## src/rtl/edgetracing_mul_pkg.sv

```systemverilog
// ---------------------------------------------------------------------------
// edgetracing_mul_pkg
// Shared definitions for the edge-tracing multiplier arbiter:
//   - default operand/product widths and multiplier latency
//   - tag_t: {valid, id} carried alongside each multiplier operation
//   - rr_pick_t / rr_search(): round-robin first-set-bit search
// ---------------------------------------------------------------------------
package edgetracing_mul_pkg;

  localparam int unsigned DEF_A_W     = 13;
  localparam int unsigned DEF_B_W     = 11;
  localparam int unsigned DEF_P_W     = DEF_A_W + DEF_B_W;
  localparam int unsigned DEF_MUL_LAT = 3;

  // Upper bound on requesters; ids are stored at this width everywhere.
  localparam int unsigned MAX_REQ  = 8;
  localparam int unsigned ID_MAX_W = 3;

  typedef struct packed {
    logic                valid;
    logic [ID_MAX_W-1:0] id;
  } tag_t;

  typedef struct packed {
    logic                found;
    logic [ID_MAX_W-1:0] idx;
  } rr_pick_t;

  // First set bit of req[n-1:0] at or after ptr, wrapping modulo n.
  // ptr must be < n.
  function automatic rr_pick_t rr_search(input logic [MAX_REQ-1:0]  req,
                                         input logic [ID_MAX_W-1:0] ptr,
                                         input int unsigned         n);
    rr_pick_t    pick;
    int unsigned idx;
    pick = '0;
    for (int unsigned k = 0; k < MAX_REQ; k++) begin
      idx = 32'(ptr) + k;
      if (idx >= n) begin
        idx = idx - n;
      end
      if ((k < n) && (idx < MAX_REQ) && !pick.found && req[idx]) begin
        pick.found = 1'b1;
        pick.idx   = ID_MAX_W'(idx);
      end
    end
    return pick;
  endfunction

endpackage

```

## src/rtl/edgetracing_mul_tag_pipe.sv

```systemverilog
// ---------------------------------------------------------------------------
// edgetracing_mul_tag_pipe
// Clock-enabled {valid, id} shift register that tracks which requester owns
// each operation inside the shared multiplier. Only the valid bits are reset;
// ids are meaningless while their valid bit is low.
// Ports:
//   clk, reset   clock / asynchronous active-high reset
//   i_ce         shift enable (frozen while low)
//   i_tag        tag entering stage 0
//   o_tag_last   tag at the last stage (aligned with multiplier output)
//   o_valid      valid bit of every stage
// ---------------------------------------------------------------------------
module edgetracing_mul_tag_pipe
  import edgetracing_mul_pkg::*;
#(
  parameter int unsigned DEPTH = 4
) (
  input  logic             clk,
  input  logic             reset,
  input  logic             i_ce,
  input  tag_t             i_tag,
  output tag_t             o_tag_last,
  output logic [DEPTH-1:0] o_valid
);

  logic [DEPTH-1:0]    r_valid;
  logic [ID_MAX_W-1:0] r_id [DEPTH];

  // Valid bits: reset clears every in-flight operation.
  always_ff @(posedge clk or posedge reset) begin
    if (reset) begin
      r_valid <= '0;
    end else if (i_ce) begin
      r_valid[0] <= i_tag.valid;
      for (int unsigned s = 1; s < DEPTH; s++) begin
        r_valid[s] <= r_valid[s-1];
      end
    end
  end

  // Ids: no reset needed.
  always_ff @(posedge clk) begin
    if (i_ce) begin
      r_id[0] <= i_tag.id;
      for (int unsigned s = 1; s < DEPTH; s++) begin
        r_id[s] <= r_id[s-1];
      end
    end
  end

  assign o_valid          = r_valid;
  assign o_tag_last.valid = r_valid[DEPTH-1];
  assign o_tag_last.id    = r_id[DEPTH-1];

endmodule

```

## src/rtl/edgetracing_mul_arbiter.sv

```systemverilog
// ---------------------------------------------------------------------------
// edgetracing_mul_arbiter
// Shares one external pipelined unsigned multiplier (MUL_LAT register stages,
// clock-enabled) among NUM_REQ requesters. One request is granted per
// non-stalled cycle, its operands are registered into the multiplier and its
// id travels in a tag pipeline so the product is steered back with a one-hot
// valid. A downstream stall freezes the whole datapath.
//
// Optional feature macro: EDGETRACING_MUL_ARB_PRIO0_EN
//   defined   - requester 0 has strict priority (rr pointer untouched by its
//               grants); requesters 1..NUM_REQ-1 round-robin among themselves
//   undefined - plain round-robin across all requesters
//
// Ports:
//   clk, reset    clock / asynchronous active-high reset
//   i_req_valid   per-requester request
//   i_req_a/b     packed operands, requester i at [i*W +: W]
//   o_req_ready   one-hot grant (combinational)
//   i_stall       downstream hold
//   o_mul_ce      multiplier clock enable (= ~i_stall)
//   o_mul_din0/1  registered operands to the multiplier
//   i_mul_dout    multiplier product
//   o_rsp_valid   one-hot result valid (combinational)
//   o_rsp_p       product, shared by all requesters
//   o_busy        any operation in flight
// ---------------------------------------------------------------------------
module edgetracing_mul_arbiter
  import edgetracing_mul_pkg::*;
#(
  parameter int unsigned NUM_REQ = 4,
  parameter int unsigned A_W     = DEF_A_W,
  parameter int unsigned B_W     = DEF_B_W,
  parameter int unsigned P_W     = DEF_P_W,
  parameter int unsigned MUL_LAT = DEF_MUL_LAT
) (
  input  logic                   clk,
  input  logic                   reset,
  input  logic [NUM_REQ-1:0]     i_req_valid,
  input  logic [NUM_REQ*A_W-1:0] i_req_a,
  input  logic [NUM_REQ*B_W-1:0] i_req_b,
  output logic [NUM_REQ-1:0]     o_req_ready,
  input  logic                   i_stall,
  output logic                   o_mul_ce,
  output logic [A_W-1:0]         o_mul_din0,
  output logic [B_W-1:0]         o_mul_din1,
  input  logic [P_W-1:0]         i_mul_dout,
  output logic [NUM_REQ-1:0]     o_rsp_valid,
  output logic [P_W-1:0]         o_rsp_p,
  output logic                   o_busy
);

  localparam int unsigned TAG_DEPTH = MUL_LAT + 1;

  logic                 w_ce;
  rr_pick_t             w_pick;
  logic                 w_grant;
  logic                 w_ptr_upd;
  logic [ID_MAX_W-1:0]  w_next_ptr;
  logic [A_W-1:0]       w_sel_a;
  logic [B_W-1:0]       w_sel_b;
  tag_t                 w_tag_in;
  tag_t                 w_tag_last;
  logic [TAG_DEPTH-1:0] w_tag_valid;

  logic [ID_MAX_W-1:0]  r_rr_ptr;
  logic [A_W-1:0]       r_mul_din0;
  logic [B_W-1:0]       r_mul_din1;

  assign w_ce     = ~i_stall;
  assign o_mul_ce = w_ce;

  // Requester selection.
  always_comb begin
    w_pick = '0;
`ifdef EDGETRACING_MUL_ARB_PRIO0_EN
    if (i_req_valid[0]) begin
      w_pick.found = 1'b1;
      w_pick.idx   = '0;
    end else begin
      w_pick = rr_search(MAX_REQ'(i_req_valid) & ~MAX_REQ'(1), r_rr_ptr, NUM_REQ);
    end
`else
    w_pick = rr_search(MAX_REQ'(i_req_valid), r_rr_ptr, NUM_REQ);
`endif
  end

  // Reset gates the grant so req_ready drops as soon as reset asserts.
  assign w_grant = w_pick.found & w_ce & ~reset;

  always_comb begin
    o_req_ready = '0;
    for (int unsigned i = 0; i < NUM_REQ; i++) begin
      o_req_ready[i] = w_grant && (w_pick.idx == ID_MAX_W'(i));
    end
  end

  assign w_sel_a = i_req_a[32'(w_pick.idx)*A_W +: A_W];
  assign w_sel_b = i_req_b[32'(w_pick.idx)*B_W +: B_W];

  // Pointer moves past the granted requester; a priority grant to 0 leaves it.
`ifdef EDGETRACING_MUL_ARB_PRIO0_EN
  assign w_ptr_upd = w_grant && (w_pick.idx != '0);
`else
  assign w_ptr_upd = w_grant;
`endif
  assign w_next_ptr = ((32'(w_pick.idx) + 1) >= NUM_REQ) ? '0
                                                         : ID_MAX_W'(32'(w_pick.idx) + 1);

  always_ff @(posedge clk or posedge reset) begin
    if (reset) begin
      r_rr_ptr <= '0;
    end else if (w_ptr_upd) begin
      r_rr_ptr <= w_next_ptr;
    end
  end

  // Issue register: operands hold when nothing is granted.
  always_ff @(posedge clk or posedge reset) begin
    if (reset) begin
      r_mul_din0 <= '0;
      r_mul_din1 <= '0;
    end else if (w_grant) begin
      r_mul_din0 <= w_sel_a;
      r_mul_din1 <= w_sel_b;
    end
  end

  assign o_mul_din0 = r_mul_din0;
  assign o_mul_din1 = r_mul_din1;

  // Stage 0 of the tag pipe sits beside the issue register; the remaining
  // MUL_LAT stages mirror the multiplier's internal registers.
  assign w_tag_in.valid = w_grant;
  assign w_tag_in.id    = w_pick.idx;

  edgetracing_mul_tag_pipe #(
    .DEPTH (TAG_DEPTH)
  ) u_tag_pipe (
    .clk        (clk),
    .reset      (reset),
    .i_ce       (w_ce),
    .i_tag      (w_tag_in),
    .o_tag_last (w_tag_last),
    .o_valid    (w_tag_valid)
  );

  // A result is delivered once, in the first non-stalled cycle it is present.
  always_comb begin
    o_rsp_valid = '0;
    for (int unsigned i = 0; i < NUM_REQ; i++) begin
      o_rsp_valid[i] = w_tag_last.valid && (w_tag_last.id == ID_MAX_W'(i)) && w_ce;
    end
  end

  assign o_rsp_p = i_mul_dout;
  assign o_busy  = |w_tag_valid;

endmodule

```

## config.mk

```make
export PLATFORM = sky130hd
export DESIGN_NAME = edgetracing_mul_arbiter
export DESIGN_NICKNAME = d
export VERILOG_FILES = /design/src/rtl/edgetracing_mul_pkg.sv /design/src/rtl/edgetracing_mul_tag_pipe.sv /design/src/rtl/edgetracing_mul_arbiter.sv
export SDC_FILE = /design/constraint.sdc
export NUM_CORES = 1
export LEC_CHECK = 0
export CAP_MARGIN = 25
export CORE_MARGIN = 2
export CORE_UTILIZATION = 40
export DETAILED_ROUTE_END_ITERATION = 16
export GPL_TIMING_DRIVEN = 0
export PLACE_DENSITY = 0.87
export SYNTH_ARGS = -nofsm -noshare
export SYNTH_HDL_FRONTEND = slang
export SYNTH_SLANG_ARGS = --single-unit
```

## constraint.sdc

```tcl
create_clock -name clk -period 4.35 [get_ports clk]
set_input_delay 0.435 -clock clk [delete_from_list [all_inputs] [get_ports clk]]
set_output_delay 0.435 -clock clk [all_outputs]
set_load 0.03 [all_outputs]
```

# Word-level counts from Yosys, hierarchy flattened
# Memory sizes are Yosys's and may differ from the RTL's.
# Cells that the tools add are included.
# op_classes
n_lt_le_gt_ge	13
muxes	18
n_eq_ne	6
add_sub_neg	8
multipliers	2
n_bitwise	4
shift	2
n_reduce_logical	25
# op_table
op	count
$lt A32 B4 Y1 const B	8
$mux W32	4
$shiftx A52 B8 Y13	1
$shiftx A44 B8 Y11	1
$ge A32 B3 Y1 const B	1
$logic_and A1 B1 Y1	19
$mux W4	4
$sub A4 B3 Y5 const B	3
$mul A3 B4 Y7 const B	2
$bmux W1 S3	4
$eq A3 B2 Y1 const B	4
$ge A4 B3 Y1 const B	3
$add A3 B1 Y4 const B	2
$add A3 B2 Y4 const B	2
$eq A3 B1 Y1 const B	2
$logic_not A3 Y1	2
$mux W1	5
$reduce_or A4 Y1	1
$sub A3 B3 Y4 const B	1
$ge A3 B3 Y1 const B	1
$logic_not A1 Y1	3
$mux W3	1
$and A1 B1 Y1	2
$not A1 Y1	2
# word_totals
mem_bits_rw	12
reg_bits	31
mem_count	1
wordCells	83
# memory_table
name	depth	width	rd	rd_clocked_by_memory_dff	wr	line	source
u_tag_pipe.r_id	4	3	4	0	4	edgetracing_mul_tag_pipe.sv:27	logic [ID_MAX_W-1:0] r_id [DEPTH];

# Depth between registers and ports, before layout
# depth
depth_word	21
mapped_depth	14

# By module
# From an unflattened synthesis, not the netlist that was laid out.
# hier_totals
hier_cells	254
area_unflattened_um2	2836.5
# modules_own_cells
mod	area_each_um2	n_inst	cells_per_inst
edgetracing_mul_arbiter	2319.7	1	232
edgetracing_mul_tag_pipe	516.7	1	22

# Worst setup path before layout
# Ideal clock, no wire load.
# synth_path
path_type	reg2out
start	register r_rr_ptr[1]
end	output port o_req_ready[0]
arrival_time_ns	2.872
path_slack_ns	1.043
n_path_buf	3
stages_incl_launch_ff	11
required_time_ns	3.915
path_cell_list	dfrtp_1 > buf_6 > inv_1 > ha_1 > buf_2 > mux2i_1 > o2bb2ai_1 > nor3_2 > a211oi_2 > clkbuf_1 > nor3b_1
# synth_via
elab_chain_cells	21
# synth_lines
item	line	source
start, declared	edgetracing_mul_arbiter.sv:65	logic [ID_MAX_W-1:0] r_rr_ptr;
start signal, assigned	edgetracing_mul_arbiter.sv:113	r_rr_ptr <= w_next_ptr;
parallel branches: the longest is 17 deep, another holds $lt A32 B4 Y1	--	
$mux W4 *	edgetracing_mul_pkg.sv:42	if ((k < n) && (idx < MAX_REQ) && !pick.found && req[idx]) begin
$and A1 B1 Y1 (2 in a row)	edgetracing_mul_arbiter.sv:88	assign w_grant = w_pick.found & w_ce & ~reset;
$logic_and A1 B1 Y1 *	edgetracing_mul_arbiter.sv:93	o_req_ready[i] = w_grant && (w_pick.idx == ID_MAX_W'(i));
end, declared	edgetracing_mul_arbiter.sv:41	output logic [NUM_REQ-1:0] o_req_ready,
# Every way passes the cells marked *. The select of a mux whose other input is x is not followed.

# Worst setup path after layout
# layout_path
start	register r_rr_ptr[0]
end	output port o_req_ready[1]
# The elaborated chain is that of the path after synthesis.

==> run metrics <==
antenna violations before repair=0; unique cell type count in the Yosys netlist=45; core area=7176 um^2; Mapped Cells=243; f_max=0.2399 GHz; post-DP HPWL=6.331 mm; Mapped Avg Cell Area=12.07 um^2; CP Cell Sequence=inv_1 -> ha_1 -> buf_2 -> mux2i_1 -> o2bb2ai_1 -> nor3_2 -> a211oi_4 -> clkbuf_1 -> nor3b_1 -> clkdlybuf4s50_1; largest family of logic cells by synthesized area=multiplexers; Seq/Total Area, Yosys=0.3872; RD Place Congestion=0.8223; final slew viol count=0; Mapped Nets=372; period utilization=0.9583; first-pass GRT wire length=11.67 mm; site row count=31; Final setup viols=0; Via density=4.916; drt drc=0; clock buffers created by TritonCTS=5; Finished Cell Area=4802 um^2; most frequent cells in the layout=clkdlybuf4s50_1 (158), mux2i_1 (75), dfrtp_1 (31); Pleak=2.024 nW; Initial DRT Pass Iterations=4; ant diodes=0; Final ANT Viol Nets=0; dpl cells=502; CTS Hold Bufs=0; Port Buffers=159; max incr delay on CP=0.71 ns; Synth Register Bits=43; post-route insts no fill=510; Crit Path Class=reg -> out; Clk pin slew, worst setup/hold paths=0.08 ns; Wirelength per Cell=15.06 um; Synth Area in Compound Gates=0.04563; post-synthesis mux area share=0.3838; dpl cell area=4677 um^2; xor and xnor fraction of the mapped netlist area=0.005970; multi-input logic area=1470 um^2; status=finished clean; final hold vios=0; RSZ-0062 raised after global routing=yes; Final Skew=0.007150 ns; clk_lat worst skew=0.29 ns; total power draw=3.190 mW; Die H=89.65 um; largest net degree at the start of global routing=17; Worst Tran Pin Value=0.6937 ns; Post-Synth Simple-Gate Area=0.05203; final-layout fill cell count=582; # H-tree levels=2; CP Max Fanout=10; Worst slew margin=0.5370; Layout area overhead=63.67%; Post-synth EDFFs=12; CP arrival=3.73 ns; share of layout cells above drive strength 1=0.2044; Hold WS=0.4255 ns; DIE AREA=8036 um^2; clk root buf=clkbuf_8; MaxCap Viol Count=0; Final Routed Wirelength=7.682 mm; FF/Latch Area=1136 um^2; ys async rst share=0.7209; gr usage total=0.1870; I/O Pins=185; CP Launch Type=register; VDD IR max=0.3738 mV; CP max stage cell=clkdlybuf4s50_1; Syn Std Cell Area=2934 um^2; die width=89.65 um; nets@finish=539; Synth Area in Adders=0.008529; crit end category=output port; vias in the first global route=2553; drt initial violations=64; CTS tree=yes; commonest non-fill, non-tap cell in the layout=clkdlybuf4s50_1; power density over the cells=664.2 nW/um^2; Min-Delay Path Class=reg -> reg; warning count from the yosys run=0; utilization after layout=0.6692; Bufs on Longest Clock Path=2; clock sinks=43; via count=2507; Post-synth top flop=dfrtp_1; CP required=3.91 ns; minimum clock period=4.169 ns; total grt overflow=0; Initial Util=0.4089
[cells by family (layout without fill, tap and decap cells)]
logic type / after synthesis / after routing
simple gates: 26 / 26
xor+xnor: 2 / 2
fa+ha+maj: 2 / 2
compound gates: 16 / 16
buf+inv: 45 / 213
other cells: 2 / 2
mux: 107 / 107
flops: 43 / 43
[worst max-delay path: cells and delay by family, from the launching register on]
family | cells | cell delay, ns
buffers and inverters | 4 | 1.38
muxes | 1 | 0.14
DFF | 1 | 0.45
adders and majority gates | 1 | 0.31
AOI/OAI and AO/OA | 2 | 0.79
and+or+nand+nor | 2 | 0.38
[Yosys cell counts (2+ instances only)]
cell	count	share of area
and2_1	2	0.0043
and3_1	2	0.0043
buf_2	4	0.0068
buf_4	25	0.064
buf_6	9	0.035
clkbuf_1	2	0.0026
conb_1	2	0.0026
dfrtp_1	31	0.26
edfxtp_1	12	0.12
ha_1	2	0.0085
inv_1	4	0.0051
mux2_2	29	0.11
mux2i_1	75	0.26
nand2_1	6	0.0077
nor2_1	2	0.0026
nor3_1	2	0.0034
nor3b_1	4	0.010
o22ai_1	2	0.0043
xnor2_1	2	0.0060
[stage by stage]
step / TNS [ns] / setup WS, ns
6_report: 0 / 0.1814
3_5_place_dp: 0 / 0.3635
2_1_floorplan: 0 / 1.043
4_1_cts: 0 / 0.03534
3_3_place_gp: 0 / 0.4518
5_1_grt: -0.01521 / -0.01521
[sequential cells by signal, indices dropped and copies added, names as in the netlist]
signal / cells
u_tag_pipe.o_valid: 4
u_tag_pipe.r_id: 12
r_rr_ptr: 3
o_mul_din1: 11
o_mul_din0: 13
[metal layers]
metal  GRT usage  wire [um]  part of all wire  vias to the layer above
met5           0          0                 0                        -
met1      0.2100       2878              0.37                     1198
met2      0.3516       4038              0.53                      113
met4     0.04206         97             0.013                        0
met3     0.04936        667             0.087                       11
li1            -          -                 -                     1185
[power by group]
group | internal, mW | total, mW | switching [mW]
clock network | 0.171 | 0.310 | 0.139
logic | 1.11 | 2.21 | 1.10
registers | 0.584 | 0.665 | 0.0808
[worst paths after layout]
path	start	slack [ns]	end	cells after the start
worst max-delay path	r_rr_ptr[0]	0.18	o_req_ready[1]	10
worst min-delay path	u_tag_pipe.r_id[1][1]	0.43	u_tag_pipe.r_id[2][1]	0
worst max register to register	r_rr_ptr[0]	1.21	o_mul_din0[8]	12
worst min register to register	u_tag_pipe.r_id[1][1]	0.43	u_tag_pipe.r_id[2][1]	0
max in group asynchronous	reset	3.16	o_mul_din1[6]	3
min in group asynchronous	reset	0.67	r_rr_ptr[0]	2
[area by class of cell]
| type | count | area share |
|---|---|---|
| flip-flops and latches | 43 | 0.2366 |
| clock inverters | 3 | 0.009119 |
| repair buffers | 160 | 0.3377 |
| clock buffers | 5 | 0.01433 |
| multi-input cells | 155 | 0.3061 |
| inverters | 5 | 0.003908 |
| plain buffers | 40 | 0.06644 |
| well taps | 99 | 0.02579 |
[repair_timing]
| action | 4_1_cts | 5_1_grt |
|---|---|---|
| gates resized for setup | 0 | 3 |
| setup endpoints to repair | 0 | 4 |
| setup buffers | 0 | 0 |
No activity file was read; power rests on OpenSTA's default activity.
